## src/rtl/add_sched8.sv

```systemverilog
// Two-requester round-robin front end for a single shared 8-bit carry-lookahead adder.
// 8-bit adds take one adder pass, 16-bit adds take two with the carry chained between bytes.

module cla8 (
    input  logic [7:0] a_i,
    input  logic [7:0] b_i,
    input  logic       ci_i,
    output logic [7:0] s_o,
    output logic       co_o
);

    // Each carry is a flat sum of generate terms gated by the propagates below it.
    function automatic logic [8:0] cla_carry(input logic [7:0] g, input logic [7:0] p, input logic c0);
        logic [8:0] c;
        logic       pp;
        c[0] = c0;
        for (int i = 0; i < 8; i++) begin
            c[i+1] = g[i];
            pp     = p[i];
            for (int j = i - 1; j >= 0; j--) begin
                c[i+1] = c[i+1] | (pp & g[j]);
                pp     = pp & p[j];
            end
            c[i+1] = c[i+1] | (pp & c0);
        end
        return c;
    endfunction

    logic [7:0] gen_s;
    logic [7:0] prop_s;
    logic [8:0] carry_s;

    // Generate/propagate terms, lookahead carries and the sum.
    always_comb begin
        gen_s   = a_i & b_i;
        prop_s  = a_i ^ b_i;
        carry_s = cla_carry(gen_s, prop_s, ci_i);
        s_o     = prop_s ^ carry_s[7:0];
        co_o    = carry_s[8];
    end

endmodule

module add_sched8 (
    input  logic        clk,
    input  logic        reset,
    input  logic        req0,
    input  logic        req1,
    input  logic        w16_0,
    input  logic        w16_1,
    input  logic [15:0] a0,
    input  logic [15:0] b0,
    input  logic [15:0] a1,
    input  logic [15:0] b1,
    input  logic        ci0,
    input  logic        ci1,
    output logic        gnt0,
    output logic        gnt1,
    output logic        done0,
    output logic        done1,
    output logic [15:0] s,
    output logic        co,
    output logic        busy
);

    localparam logic [1:0] ST_IDLE = 2'd0;
    localparam logic [1:0] ST_LO   = 2'd1;
    localparam logic [1:0] ST_HI   = 2'd2;
    localparam logic [1:0] ST_DONE = 2'd3;

    logic [1:0]  state_q, state_d;
    logic        prio_q, prio_d;
    logic        win_q, win_d;
    logic [15:0] a_q, a_d;
    logic [15:0] b_q, b_d;
    logic        ci_q, ci_d;
    logic        w16_q, w16_d;
    logic        carry_q, carry_d;
    logic [15:0] s_q, s_d;
    logic        co_q, co_d;
    logic        gnt0_q, gnt0_d;
    logic        gnt1_q, gnt1_d;
    logic        done0_q, done0_d;
    logic        done1_q, done1_d;
    logic        busy_q, busy_d;

    logic        pick_s;
    logic [7:0]  add_a_s;
    logic [7:0]  add_b_s;
    logic        add_ci_s;
    logic [7:0]  add_s_s;
    logic        add_co_s;

    cla8 u_cla8 (
        .a_i  (add_a_s),
        .b_i  (add_b_s),
        .ci_i (add_ci_s),
        .s_o  (add_s_s),
        .co_o (add_co_s)
    );

    // Adder operand mux: low bytes with the captured carry-in, high bytes with the chained carry.
    always_comb begin
        add_a_s  = a_q[7:0];
        add_b_s  = b_q[7:0];
        add_ci_s = ci_q;
        case (state_q)
            ST_HI: begin
                add_a_s  = a_q[15:8];
                add_b_s  = b_q[15:8];
                add_ci_s = carry_q;
            end
            default: begin
                add_a_s  = a_q[7:0];
                add_b_s  = b_q[7:0];
                add_ci_s = ci_q;
            end
        endcase
    end

    // Arbitration, operand capture and pass sequencing.
    always_comb begin
        state_d = state_q;
        prio_d  = prio_q;
        win_d   = win_q;
        a_d     = a_q;
        b_d     = b_q;
        ci_d    = ci_q;
        w16_d   = w16_q;
        carry_d = carry_q;
        s_d     = s_q;
        co_d    = co_q;
        gnt0_d  = 1'b0;
        gnt1_d  = 1'b0;
        done0_d = 1'b0;
        done1_d = 1'b0;
        pick_s  = (req0 && req1) ? prio_q : req1;
        case (state_q)
            ST_IDLE: begin
                if (req0 || req1) begin
                    win_d   = pick_s;
                    a_d     = pick_s ? a1 : a0;
                    b_d     = pick_s ? b1 : b0;
                    ci_d    = pick_s ? ci1 : ci0;
                    w16_d   = pick_s ? w16_1 : w16_0;
                    gnt0_d  = ~pick_s;
                    gnt1_d  = pick_s;
                    state_d = ST_LO;
                end else begin
                    state_d = ST_IDLE;
                end
            end
            ST_LO: begin
                s_d[7:0] = add_s_s;
                carry_d  = add_co_s;
                if (w16_q) begin
                    state_d = ST_HI;
                end else begin
                    s_d[15:8] = 8'h00;
                    co_d      = add_co_s;
                    done0_d   = ~win_q;
                    done1_d   = win_q;
                    state_d   = ST_DONE;
                end
            end
            ST_HI: begin
                s_d[15:8] = add_s_s;
                co_d      = add_co_s;
                done0_d   = ~win_q;
                done1_d   = win_q;
                state_d   = ST_DONE;
            end
            ST_DONE: begin
                prio_d  = ~win_q;
                state_d = ST_IDLE;
            end
            default: begin
                state_d = ST_IDLE;
            end
        endcase
        busy_d = (state_d != ST_IDLE);
    end

    // State and output registers; reset drops any transaction in flight.
    always_ff @(posedge clk or posedge reset) begin
        if (reset) begin
            state_q <= ST_IDLE;
            prio_q  <= 1'b0;
            win_q   <= 1'b0;
            a_q     <= 16'h0000;
            b_q     <= 16'h0000;
            ci_q    <= 1'b0;
            w16_q   <= 1'b0;
            carry_q <= 1'b0;
            s_q     <= 16'h0000;
            co_q    <= 1'b0;
            gnt0_q  <= 1'b0;
            gnt1_q  <= 1'b0;
            done0_q <= 1'b0;
            done1_q <= 1'b0;
            busy_q  <= 1'b0;
        end else begin
            state_q <= state_d;
            prio_q  <= prio_d;
            win_q   <= win_d;
            a_q     <= a_d;
            b_q     <= b_d;
            ci_q    <= ci_d;
            w16_q   <= w16_d;
            carry_q <= carry_d;
            s_q     <= s_d;
            co_q    <= co_d;
            gnt0_q  <= gnt0_d;
            gnt1_q  <= gnt1_d;
            done0_q <= done0_d;
            done1_q <= done1_d;
            busy_q  <= busy_d;
        end
    end

    assign gnt0  = gnt0_q;
    assign gnt1  = gnt1_q;
    assign done0 = done0_q;
    assign done1 = done1_q;
    assign s     = s_q;
    assign co    = co_q;
    assign busy  = busy_q;

endmodule

```

## config.mk

```make
export PLATFORM = sky130hd
export DESIGN_NAME = add_sched8
export DESIGN_NICKNAME = d
export VERILOG_FILES = /design/src/rtl/add_sched8.sv
export SDC_FILE = /design/constraint.sdc
export NUM_CORES = 1
export LEC_CHECK = 0
export ABC_AREA = 1
export CAP_MARGIN = 20
export CORE_MARGIN = 2
export CORE_UTILIZATION = 45
export DETAILED_ROUTE_END_ITERATION = 8
export GPL_TIMING_DRIVEN = 0
export PLACE_DENSITY_LB_ADDON = 0.05
export SKIP_LAST_GASP = 1
export SYNTH_ARGS = -nofsm -noshare
export SYNTH_HDL_FRONTEND = slang
export SYNTH_HIERARCHICAL = 1
export SYNTH_SLANG_ARGS = --single-unit
```

## constraint.sdc

```tcl
create_clock -name clk -period 3 [get_ports clk]
set_input_delay 0.45 -clock clk [delete_from_list [all_inputs] [get_ports clk]]
set_output_delay 0.45 -clock clk [all_outputs]
set_load 0.02 [all_outputs]
```

# --- Word level (Yosys, flattened, before mapping) ---
# Index checks and enable logic that the tools add are counted.
totals:
  ram_bits: 0
  rom_bits: 0
  reg_bits: 61
  latch_bits: 0
  input_bits: 72
  mem_count: 0
op_classes:
  shifts: 0
  order_cmp: 0
  eq_ne: 4
  reduce_logical: 7
  n_mul: 0
  bitwise_logic: 105
  addsub: 0
  muxes: 23
  n_div: 0
op_table:
  columns: ["op", "count"]
  rows:
  - ["bitwise AND 1 bit", 64]
  - ["OR 1 bit", 36]
  - ["two-way mux 16 bit", 2]
  - ["two-way mux 8 bit", 3]
  - ["case mux 8 bit (2 select lines)", 1]
  - ["XOR 8 bit", 2]
  - ["two-way mux 1 bit", 13]
  - ["bitwise AND 8 bit", 1]
  - ["case mux 2 bit (4 select lines)", 1]
  - ["case mux 1 bit (2 select lines)", 3]
  - ["== test 2 bit (second input constant)", 2]
  - ["AND reduction 2 bit", 2]
  - ["nonzero test 2 bit", 2]
  - ["== test 2 x 1 -> 1 bit (second input constant)", 1]
  - ["zero test 2 bit", 1]
  - ["!= test 2 bit (second input constant)", 1]
  - ["NOT 1 bit", 2]
  - ["logical AND 1 bit", 1]
  - ["logical OR 1 bit", 1]

# --- Longest topological paths before layout ---
# Gate-level depths: netlist of run 1.
depth:
  word_depth: 14
  mapped_depth: 18
  ltp_nobuf: 16

# --- By module ---
# Netlist of run 1, hierarchy kept.
modules_own_cells:
  columns: ["module", "area_each_um2", "cells_each", "n_inst"]
  rows:
  - ["add_sched8", 3308.2, 464, 1]
  - ["cla8", 410.4, 70, 1]

# --- Worst setup path after synthesis of run 1 ---
# OpenSTA, ideal clock, no wires.
synth_timing:
  path_type: "register to register"
  from: "reg state_q[0]"
  to: "reg s_q[14] (netlist: s[14])"
  period_less_slack_ps: 2369
  slack_ps: 631
  n_path_buf: 2
  arrival_ps: 2251
  setup_ps: 118
  path_stages_with_launch: 19
  path_cell_list: "dfrtp_1 inv_1 ha_1 buf_4 clkinv_1 buf_2 nand2_1 nand2_1 ha_1 nand2_2 inv_1 a21oi_1 nand2_2 nand2_2 nand2_1 nand2_1 nand2_1 nand3_1 nand2_1"
synth_between:
  word_cells_on_any_way: 29
  classes_between: "3 x eq/ne; 4 x mux; 20 x bitwise; 2 x reduce/logical"
synth_lines:
  columns: ["element", "line_no", "source"]
  rows:
  - ["start: declaration", "71", "logic [1:0] state_q, state_d;"]
  - ["start signal: assignment", "203", "state_q <= state_d;"]
  - ["== test 2 bit (*)", "107", "case (state_q)"]
  - ["two-way mux 8 bit (*)", "107", null]
  - ["named net add_a_s[3]", "88", "logic [7:0] add_a_s;"]
  - ["bitwise AND 8 bit / XOR 8 bit (equally long branches)", "35, 36", null]
  - ["bitwise AND 1 bit, on equally long branches", "21, 22", null]
  - ["OR 1 bit, or another cell as far along (3 in series)", "21", "c[i+1] = c[i+1] | (pp & g[j]);"]
  - ["OR 1 bit / bitwise AND 1 bit (equally long branches)", "21, 24", null]
  - ["OR 1 bit (*)", "24", "c[i+1] = c[i+1] | (pp & c0);"]
  - ["XOR 8 bit (*)", "38", "s_o = prop_s ^ carry_s[7:0];"]
  - ["named net add_s_s[6]", "91", "logic [7:0] add_s_s;"]
  - ["case mux 8 bit (2 select lines) (*)", "138", "case (state_q)"]
  - ["end signal: assignment", "195", "s_q <= 16'h0000;"]
  - ["end signal: assignment", "211", "s_q <= s_d;"]
  - ["end: declaration", "79", "logic [15:0] s_q, s_d;"]
# The timed path passes the listed nets; every way through them passes the cells marked *.
# A chain may end at the register's enable or synchronous reset.

# --- Final worst setup path of run 1 ---
layout_timing:
  from: "reg state_q[0]"
  to: "reg s_q[15] (netlist: s[15])"
layout_between:
  word_cells_on_any_way: 32
  classes_between: "3 x eq/ne; 4 x mux; 23 x bitwise; 2 x reduce/logical"
layout_lines:
  columns: ["element", "line_no"]
  rows:
  - ["== test 2 bit (*)", "107"]
  - ["two-way mux 8 bit (*)", "107"]
  - ["named net add_a_s[4]", "88"]
  - ["bitwise AND 8 bit / XOR 8 bit (equally long branches)", "35, 36"]
  - ["bitwise AND 1 bit, on equally long branches", "21, 22"]
  - ["OR 1 bit, or another cell as far along (4 in series)", "21"]
  - ["OR 1 bit / bitwise AND 1 bit (equally long branches)", "21, 24"]
  - ["OR 1 bit (*)", "24"]
  - ["XOR 8 bit (*)", "38"]
  - ["named net add_s_s[7]", "91"]
  - ["case mux 8 bit (2 select lines) (*)", "138"]
# Marked as above.

==> qor.yml, run 1 <==
logic_synthesis:
  syn_area_per_cell_sq_um: 6.96
  yosys.area.top_type: "dfrtp_1"
  synth_area_leaders: "dfrtp_1 41%, nand2_1 22%, nand3_1 12%"
  netlist.area_leader.share_pct: 41.0
  ys_types: 25
  ys_warn_count: 6
  syn-cell-area_sq_mm: 0.00372
  synth_top_family_by_area: "simple AND/OR/NAND/NOR gates"
  synth_seq_cells: 61
  synth_compound_area_share_pct: 1.55
  synthMuxAreaShare_pct: 0
  synth-seq-area-share_pct: 41.0
  synth.net_count: 622
  synth_adder_area_share_pct: 5.59
  synth-xor-area-share_pct: 0.942
  syn-instance-count: 534
  yosys.area_share.simple_pct: 37.3
routing:
  top_layer: "met4"
  drc_errors: 0
  viasPerCell: 4.60
  dr_wl_met2_mm: 4.10
  wl_mm: 8.44
  drt-pass1-iter-count: 4
  wl_met3_microns: 440
  ant_nets: 0
  vias: 3438
  wl_per_cell_microns: 11.3
  wl_met1_mm: 3.80
  drt-initial-drc-count: 114
die:
  start_util_pct: 45.9
  core_sq_mm: 0.00809
  die-area_sq_mm: 0.00901
  die_x_microns: 94.9
  fp.dieH_microns: 94.9
  num_rows: 33
  io_pins: 94
power:
  p_sw_mw: 2.34
  power.leakage_nw: 2.83
  p_sw_share_pct: 46.2
  power.density_mw_per_mm2: 1020
  power_mw: 5.07
  irDropWorstVdd_uv: 382
  comb_power_share_pct: 60.3
  clkPwrFrac_pct: 11.8
  internal-power_mw: 2.72
  p_seq_share_pct: 27.9
sta:
  slew_viol_final: 0
  rsz0062_at_grt: "no"
  fin_worst_skew_ns: 0.00532
  relSlewSlack_pct: 68.1
  fin_crit_ns: 2.70
  finalCritPeriodShare_pct: 89.8
  holdWs_ns: 0.381
  final-setup-viol-count: 0
  max_freq_mhz: 371
  worstMarginPinSlew_ns: 0.478
  hold_viol: 0
worst_hold_path:
  hp-class: "in2reg"
setup_path:
  cpLargestDelayFamily: "simple AND/OR/NAND/NOR gates"
  cp-end-kind: "register"
  crit_top_cell: "nand2_1"
  slowest_stage: "dfrtp_1"
  cpPeakStageDelay_ns: 0.42
  cp.required_ns: 3.27
  cp.arrival_ns: 2.97
  worstSetupStartpointType: "register"
  cp_cell_sequence: "inv_1, ha_1, buf_4, clkinvlp_4, buf_2, nand2_1, nand2_1, ha_1, nand2_2, nor2_2, nand3_2, nand2_1, nand2_1, nand2_1, nand2_1, nand2_1, nand3_1, nand2_1"
  cp_max_fo: 10
  path_buf_inv: 4
  critPathKind: "reg2reg"
final_layout:
  design_area_sq_mm: 0.00497
  syn_to_final_growth_pct: 33.6
  fin_util_pct: 61.4
  diodes: 0
  layout-drive-gt1-share_pct: 8.24
  fin_nets: 729
  stdcell_count: 748
  n_fill_cell: 787
cts:
  clock_path_buffers: 2
  cts_sinks: 61
  hold_buffers: 0
  h-tree-depth: 3
  root_buffer: "clkbuf_8"
  cts_tree: "built"
  clk_latency_ns: 0.34
  cts_inserted_buffers: 9
  cts.clk_slew.worst_paths_ns: 0.06
global_routing:
  grt_first_pass_wirelength_mm: 14.5
  grt_antenna_before_repair: 0
  grt_usage_pct: 20.8
  grt_max_degree: 41
  grt_overflow_total: 0
  grt_pass1_vias: 3215
placement:
  dpl_cell_area_sq_mm: 0.00479
  place_inst: 732
  place_hpwl_mm: 6.82
  placement.io_buffers: 92
  gp_congestion: 0.848
status:
  status: "completed"
flow_run:
  maxCapViolations: 0
-- kinds of logic (layout without fill, tap and decap cells) --
logic type               after synthesis  count (layout)
AO/OA/AOI/OAI                          9               9
XOR/XNOR                               4               4
adder cells (fa/ha/maj)               16              16
buffers and inverters                115             224
flip-flops                            61              61
AND/OR/NAND/NOR                      329             329
-- cell usage after synthesis --
cell / count
a31oi_1: 1
clkinv_1: 2
buf_6: 5
ha_1: 15
nand4_1: 1
nand2_1: 220
dfrtp_1: 61
clkbuf_1: 1
a21oi_1: 4
buf_4: 6
nor2_2: 1
nand3b_1: 1
xor2_1: 3
nand2_2: 6
nand3_1: 91
nand2_4: 1
o21ai_0: 3
xnor2_1: 1
fa_1: 1
inv_1: 88
o21ai_4: 1
inv_2: 2
nor2_1: 7
buf_2: 11
nand3_2: 1
-- power groups by stage --
stage | sequential [mW] | clock (mW) | combinational (mW)
final | 1.41 | 0.600 | 3.05
after global routing | 1.46 | 0.641 | 3.52
after detailed placement | 1.43 | 0 | 3.04
after global placement | 1.41 | 0 | 2.96
after floorplan | 1.49 | 0 | 2.09
after CTS | 1.42 | 0.614 | 3.06
-- flip-flops by register name (all words and copies together), names as in the netlist --
| signal | count |
|---|---|
| prio_q | 1 |
| gnt1 | 1 |
| win_q | 1 |
| busy | 1 |
| ci_q | 1 |
| w16_q | 1 |
| co | 1 |
| b_q | 16 |
| a_q | 16 |
| s | 16 |
| gnt0 | 1 |
| state_q | 2 |
| done0 | 1 |
| done1 | 1 |
| carry_q | 1 |
-- per-stage QoR --
stage,setup WS (ns),setup TNS [ns]
after global routing,0.0387,0
after global placement,-0.0248,-1.23
after CTS,0.154,0
after floorplan,0.631,0
final,0.305,0
after detailed placement,0.174,0
-- layout make-up --
cell class	count	area, sq um	share of cell area (%)
inverters	92	349	7.02
flip-flops and latches	61	1530	30.7
multi-input cells	358	1690	33.9
clock inverters	3	15.0	0.302
repair buffers	96	963	19.4
clock buffers	10	138	2.77
plain buffers	23	160	3.22
well taps	105	131	2.64
-- worst paths after layout --
check	start	end	slack [ns]	depth (start not counted)
setup / recovery	state_q[0]$_DFF_PP0_	s[15]$_DFFE_PP0P_	0.30	18
min in group asynchronous	reset	s[13]$_DFFE_PP0P_	0.46	2
setup reg to reg	state_q[0]$_DFF_PP0_	s[15]$_DFFE_PP0P_	0.30	18
max in group asynchronous	reset	a_q[14]$_DFFE_PP0P_	1.97	3
hold / removal	req1	gnt0$_DFF_PP0_	0.38	2
hold reg to reg	s[0]$_DFFE_PP0N_	s[0]$_DFFE_PP0N_	0.48	2
-- what timing repair did --
| action | in CTS | in global routing |
|---|---|---|
| buffers inserted | 0 | 3 |
| setup endpoints to repair | 0 | 12 |
| hold endpoints to repair | 0 | 0 |
| resized for setup | 0 | 1 |
-- cells in the final DEF (no fill, tap or decap), types with 4 or more instances in the layout --
master,netlist,final
nand3_1,91,91
buf_2,11,11
buf_6,5,5
ha_1,15,15
nor2_1,7,7
dfrtp_1,61,61
a21oi_1,4,4
nand2_2,6,6
nand2_1,220,220
clkdlybuf4s50_1,0,92
inv_1,88,87
buf_4,6,9
clkbuf_8,0,10
-- per-layer routing --
metal,track usage [%],vias to the layer above
met5,0,-
met4,7.97,0
met3,4.07,5
met2,35.9,89
met1,25.7,1516
li1,-,1828
(Power assumes the default switching activity.)
==> run 2: changes to the inputs <==
--- a/config.mk
+++ b/config.mk
@@ -10,8 +10,8 @@
 export CORE_MARGIN = 2
 export CORE_UTILIZATION = 45
 export DETAILED_ROUTE_END_ITERATION = 8
-export GPL_TIMING_DRIVEN = 0
 export PLACE_DENSITY_LB_ADDON = 0.05
+export SKIP_CTS_REPAIR_TIMING = 1
 export SKIP_LAST_GASP = 1
 export SYNTH_ARGS = -nofsm -noshare
 export SYNTH_HDL_FRONTEND = slang
==> run 2 against run 1 <==
Power is 1.5% higher. Cell count is 2.4% lower. Critical endpoint is now s[14]$_DFFE_PP0P_. Die area stayed put. Largest power group unchanged. Worst hold slack better by 0.086 ns. Highest routed layer unchanged. Combinational power is 2% lower. Count of clock-buffer cells in the layout is 1 higher. Final area is 1.9% lower. Sequential share of layout area is 0.58 points higher.
==> qor.yml, run 2 (synthesis results as in run 1) <==
die:
  die_x_microns: 94.9  # unchanged
  core_sq_mm: 0.00809  # unchanged
  die-area_sq_mm: 0.00901  # unchanged
  num_rows: 33  # unchanged
  io_pins: 94  # unchanged
  fp.dieH_microns: 94.9  # unchanged
  start_util_pct: 45.9  # unchanged
power:
  irDropWorstVdd_uv: 339  # -11%
  power_mw: 5.14  # +1.5%
  power.density_mw_per_mm2: 1050  # +3.4%
  power.leakage_nw: 2.76  # -2.5%
setup_path:
  r2r_end: "s[14]$_DFFE_PP0P_"
  reg2reg_slack_ns: 0.39  # +0.08 ns
  r2r_cells: 16  # -2
  critPathKind: "reg2reg"
  worstReg2RegStart: "state_q[0]$_DFF_PP0_"
  cp-end-kind: "register"
  setup.worst_path.start: "state_q[0]$_DFF_PP0_"
  cp.arrival_ns: 2.84  # -0.13 ns
  worstSetupStartpointType: "register"
  cp.required_ns: 3.23  # -0.04 ns
  cp_max_fo: 18  # +8
cts:
  cts_sinks: 61  # unchanged
  cts_tree: "built"
  cts_inserted_buffers: 9  # unchanged
  clock_path_buffers: 2  # unchanged
  clk_latency_ns: 0.34  # about the same
  cts.clk_slew.worst_paths_ns: 0.07  # about the same
  h-tree-depth: 3  # unchanged
  root_buffer: "clkbuf_8"
final_layout:
  layout-drive-gt1-share_pct: 5.44  # -2.8 points
  fin_nets: 709  # -2.7%
  n_fill_cell: 790  # +0.38%
  mostFrequentLayoutCell: "nand2_1"
  design_area_sq_mm: 0.00488  # -1.9%
  diodes: 0  # unchanged
  seq_area_sq_mm: 0.00153  # unchanged
  multi_input_area_sq_mm: 0.00169  # unchanged
  syn_to_final_growth_pct: 31.2
  layout_common_cells: "220 x nand2_1, 93 x clkdlybuf4s50_1, 91 x nand3_1"
global_routing:
  grt_usage_pct: 21.3  # +0.50 points
  grt_overflow_total: 0  # unchanged
  grt_max_degree: 37  # -9.8%
  grt_pass1_vias: 3246  # +0.96%
  grt_antenna_before_repair: 0  # unchanged
  grt_first_pass_wirelength_mm: 14.9  # +3.2%
status:
  status: "completed"
routing:
  ant_nets: 0  # unchanged
  vias: 3425  # -0.38%
  wl_mm: 8.65  # +2.5%
  wl_per_cell_microns: 11.8  # +5.0%
  drt-initial-drc-count: 128  # +12%
  drc_errors: 0  # unchanged
  viasPerCell: 4.69  # +2.1%
  drt-pass1-iter-count: 7  # +3
placement:
  gp_congestion: 0.867  # +2.3%
  dpl_cell_area_sq_mm: 0.00468  # -2.4%
  place_hpwl_mm: 6.83  # about the same
  placement.io_buffers: 93  # +1.1%
sta:
  final-setup-viol-count: 0  # unchanged
  fin_setup_tns_ns: 0  # unchanged
  rsz0062_at_grt: "no"
  fin_crit_ns: 2.61  # -0.0840 ns
  worstMarginPinSlew_ns: 0.636  # +0.158 ns
  max_freq_mhz: 383  # +3.2%
  relSlewSlack_pct: 57.5  # -11 points
  finalCritPeriodShare_pct: 87.0  # -2.8 points
  fin_worst_skew_ns: 0.00929  # +0.00396 ns
  hold_viol: 0  # unchanged
  slew_viol_final: 0  # unchanged
worst_hold_path:
  min_to: "done0$_DFF_PP0_"
  hp-class: "reg2reg"
  hp-start: "win_q$_DFFE_PP0P_"
  whs_path_depth: 1  # -1
flow_run:
  maxCapViolations: 0  # unchanged
==> run 2: cell types whose count changed in the layout (fill, tap and decap cells not counted) <==
cell / delta
buf_2: -11
buf_6: -5
buf_4: -4
bufinv_16: +1
clkbuf_1: -1
clkbuf_8: +1
clkdlybuf4s50_1: +1
clkinv_1: +1
clkinv_2: -1
==> run 2: metal layers <==
metal | up-vias | global-route usage, % | wire (microns)
li1 | 1791 | - | -
met1 | 1530 | 27.3 | 4060
met2 | 94 | 36.5 | 4160
met3 | 10 | 3.19 | 310
met4 | 0 | 7.61 | 124
met5 | - | 0 | 0
==> run 2: power breakdown <==
group	total, mW	switching [mW]	leakage (nW)	internal [mW]
sequential	1.42	0.220	0.761	1.20
combinational	2.98	1.87	1.89	1.11
clock	0.737	0.315	0.101	0.421
total	5.14	2.40	2.76	2.74
==> run 2: per-stage QoR <==
step	hold slack, ns	setup WS [ns]	std cells	utilization [%]
6_report	0.466	0.389	730	60.3
3_5_place_dp	0.459	0.377	715	57.8
4_1_cts	0.471	0.360	730	60.3
2_1_floorplan	0.426	0.631	534	-
3_3_place_gp	0.445	0.407	715	57.8
5_1_grt	0.496	0.0421	730	60.3
==> run 2: layout make-up <==
type | instances | share of cell area, %
flip-flops and latches | 61 | 31.3
clock inverters | 4 | 0.975
multi-input cells | 358 | 34.6
inverters | 92 | 7.08
well taps | 105 | 2.69
repair buffers | 99 | 20.3
clock buffers | 11 | 3.10
==> run 2: how the worst max path moves through the flow <==
stage                     cells past startpoint  slack (ns)           endpoint
after detailed placement                     16        0.38  s[14]$_DFFE_PP0P_
final                                        16        0.39  s[14]$_DFFE_PP0P_
after global routing                         16        0.04  s[15]$_DFFE_PP0P_
after global placement                       12        0.41   s[3]$_DFFE_PP0N_
after CTS                                    16        0.36  s[14]$_DFFE_PP0P_
after floorplan                              18        0.63  s[14]$_DFFE_PP0P_
==> run 2: critical path, stage by stage, from the launching register on <==
cell,delay (ns)
dfrtp_1,0.41
inv_1,0.12
ha_1,0.18
clkinv_1,0.40
nand2_1,0.19
nand2_1,0.10
ha_1,0.37
nand2_2,0.10
inv_1,0.04
a21oi_1,0.14
nand2_2,0.09
nand2_2,0.07
nand2_1,0.05
nand2_1,0.05
nand2_1,0.06
nand3_1,0.08
nand2_1,0.05
==> run 3: changes to the inputs <==
--- a/config.mk
+++ b/config.mk
@@ -8,11 +8,12 @@
 export ABC_AREA = 1
 export CAP_MARGIN = 20
 export CORE_MARGIN = 2
-export CORE_UTILIZATION = 45
+export CORE_UTILIZATION = 50
 export DETAILED_ROUTE_END_ITERATION = 8
 export PLACE_DENSITY_LB_ADDON = 0.05
 export SKIP_CTS_REPAIR_TIMING = 1
 export SKIP_LAST_GASP = 1
+export SLEW_MARGIN = 20
 export SYNTH_ARGS = -nofsm -noshare
 export SYNTH_HDL_FRONTEND = slang
 export SYNTH_HIERARCHICAL = 1
==> run 3 against run 2 <==
First-iteration DRC count is 52% higher. Count of clock-buffer cells in the layout up 2. Utilization is 6.5 points higher. Critical path depth is 2 lower. Sequential power about the same. Largest power group unchanged. Sequential share of layout area rose by 0.39 points. Register-to-register slack barely moved. Critical endpoint is now s[12]$_DFFE_PP0P_. Cell count decreased by 0.82%. Critical path type unchanged.
==> qor.yml, run 3 (synthesis results as in run 1) <==
routing:
  viasPerCell: 4.77  # +1.7%
  wl_mm: 8.10  # -6.4%
  vias: 3456  # +0.91%
  drt-initial-drc-count: 195  # +52%
  drt-pass1-iter-count: 4  # -3
  wl_per_cell_microns: 11.2  # -5.6%
  drc_errors: 0  # unchanged
  ant_nets: 0  # unchanged
power:
  internal-power_mw: 2.62  # -4.1%
  power_mw: 4.95  # -3.8%
  p_seq_share_pct: 28.8  # +1.1 points
  comb_power_share_pct: 58.7  # +0.7 points
  p_sw_mw: 2.32  # -3.4%
  power.leakage_nw: 2.73  # -0.82%
  power.density_mw_per_mm2: 1030  # -2.6%
  clkPwrFrac_pct: 12.4  # -1.9 points
  irDropWorstVdd_uv: 373  # +9.9%
  p_sw_share_pct: 47.0  # +0.19 points
sta:
  fin_ws_ns: 0.389  # +0.000191 ns
  final-setup-viol-count: 0  # unchanged
  relSlewSlack_pct: 52.7  # -4.8 points
  max_freq_mhz: 383  # about the same
  fin_setup_tns_ns: 0  # unchanged
  worstMarginPinSlew_ns: 0.709  # +0.0734 ns
  rsz0062_at_grt: "no"
  hold_viol: 0  # unchanged
  slew_viol_final: 0  # unchanged
  finalCritPeriodShare_pct: 87.0  # about the same
  fin_worst_skew_ns: 0.00803  # -0.00125 ns
  fin_crit_ns: 2.61  # -0.000191 ns
cts:
  cts_sinks: 61  # unchanged
  clk_latency_ns: 0.34  # about the same
  cts_inserted_buffers: 9  # unchanged
  root_buffer: "clkbuf_8"
  h-tree-depth: 3  # unchanged
  cts.clk_slew.worst_paths_ns: 0.07  # about the same
  cts_tree: "built"
  clock_path_buffers: 2  # unchanged
placement:
  placement.io_buffers: 93  # unchanged
  place_inst: 709  # -0.84%
  gp_congestion: 0.853  # -1.7%
  place_ws_ns: 0.434  # +0.0564 ns
  place_hpwl_mm: 6.21  # -9.1%
setup_path:
  cp.arrival_ns: 2.84  # about the same
  critPathCapture: "s[12]$_DFFE_PP0P_"
  critPathKind: "reg2reg"
  cp.required_ns: 3.23  # about the same
  cp_max_fo: 18  # unchanged
  worstSetupStartpointType: "register"
  setup.worst_path.start: "state_q[0]$_DFF_PP0_"
  cp-end-kind: "register"
  reg2reg_slack_ns: 0.39  # about the same
  r2r_end: "s[12]$_DFFE_PP0P_"
  worstReg2RegStart: "state_q[0]$_DFF_PP0_"
  r2r_cells: 14  # -2
die:
  num_rows: 31  # -6.1%
  start_util_pct: 51.5  # +5.6 points
  io_pins: 94  # unchanged
  fp.dieH_microns: 90.2  # -4.9%
  die_x_microns: 90.2  # -4.9%
  die-area_sq_mm: 0.00814  # -9.6%
  core_sq_mm: 0.00721  # -11%
final_layout:
  fin_util_pct: 66.8  # +6.5 points
  syn_to_final_growth_pct: 29.5
  layout-drive-gt1-share_pct: 4.96  # -0.48 points
  fin_nets: 709  # unchanged
  layout_common_cells: "220 x nand2_1, 93 x clkdlybuf4s50_1, 91 x nand3_1"
  n_fill_cell: 665  # -16%
  stdcell_count: 724  # -0.82%
  multi_input_area_sq_mm: 0.00169  # unchanged
  diodes: 0  # unchanged
  seq_area_sq_mm: 0.00153  # unchanged
  mostFrequentLayoutCell: "nand2_1"
global_routing:
  grt_overflow_total: 0  # unchanged
  grt_first_pass_wirelength_mm: 14.4  # -3.7%
  grt_pass1_vias: 3212  # -1.0%
  grt_max_degree: 58  # +57%
  grt_antenna_before_repair: 0  # unchanged
  grt_usage_pct: 21.4  # +0.14 points
status:
  status: "completed"
flow_run:
  maxCapViolations: 0  # unchanged
worst_hold_path:
  hp-class: "in2async"
==> run 3: layout make-up <==
cell class | count | area share (%)
inverter | 92 | 7.17
sequential | 61 | 31.7
clock inverter | 2 | 0.208
clock buffer | 13 | 3.09
timing repair buffer | 99 | 20.3
multi-input combinational | 358 | 35.0
tap | 99 | 2.57
==> run 3: routing by layer <==
layer | routed length [microns] | global-route usage [%]
met1 | 3740 | 28.9
met2 | 3880 | 35.3
met3 | 358 | 3.27
met4 | 118 | 7.82
met5 | 0 | 0
==> run 3: how the worst min path moves through the flow <==
stage                          endpoint  slack (ns)
floorplan               done0$_DFF_PP0_        0.43
global placement    carry_q$_DFFE_PP0N_        0.45
detailed placement     s[1]$_DFFE_PP0N_        0.46
CTS                     done1$_DFF_PP0_        0.28
global route            done1$_DFF_PP0_        0.28
finish                  done1$_DFF_PP0_        0.29
==> run 3: power groups by stage <==
stage	sequential (mW)	clock (mW)	combinational, mW
2_1_floorplan	1.49	0	2.09
3_3_place_gp	1.43	0	2.82
3_5_place_dp	1.44	0	2.89
4_1_cts	1.43	0.621	2.91
5_1_grt	1.47	0.666	3.34
6_report	1.43	0.615	2.90
==> run 3: critical path, cell delays in order (launching register included) <==
cell and delay, ns:
dfrtp_1 0.42, inv_1 0.12, ha_1 0.19, clkinv_1 0.39, nand2_1 0.19, nand2_1 0.07, ha_1 0.37, nand2_1 0.10
nand2_1 0.08, a31oi_1 0.18, nand3_1 0.10, nand2_1 0.07, nand2_1 0.07, nand3_1 0.09, nand2_1 0.05
==> run 3: stage by stage <==
stage,hold WS [ns],cell area [sq um]
CTS,0.279,4820
detailed placement,0.462,4660
finish,0.287,4820
global placement,0.454,4660
global route,0.282,4820
floorplan,0.426,3720
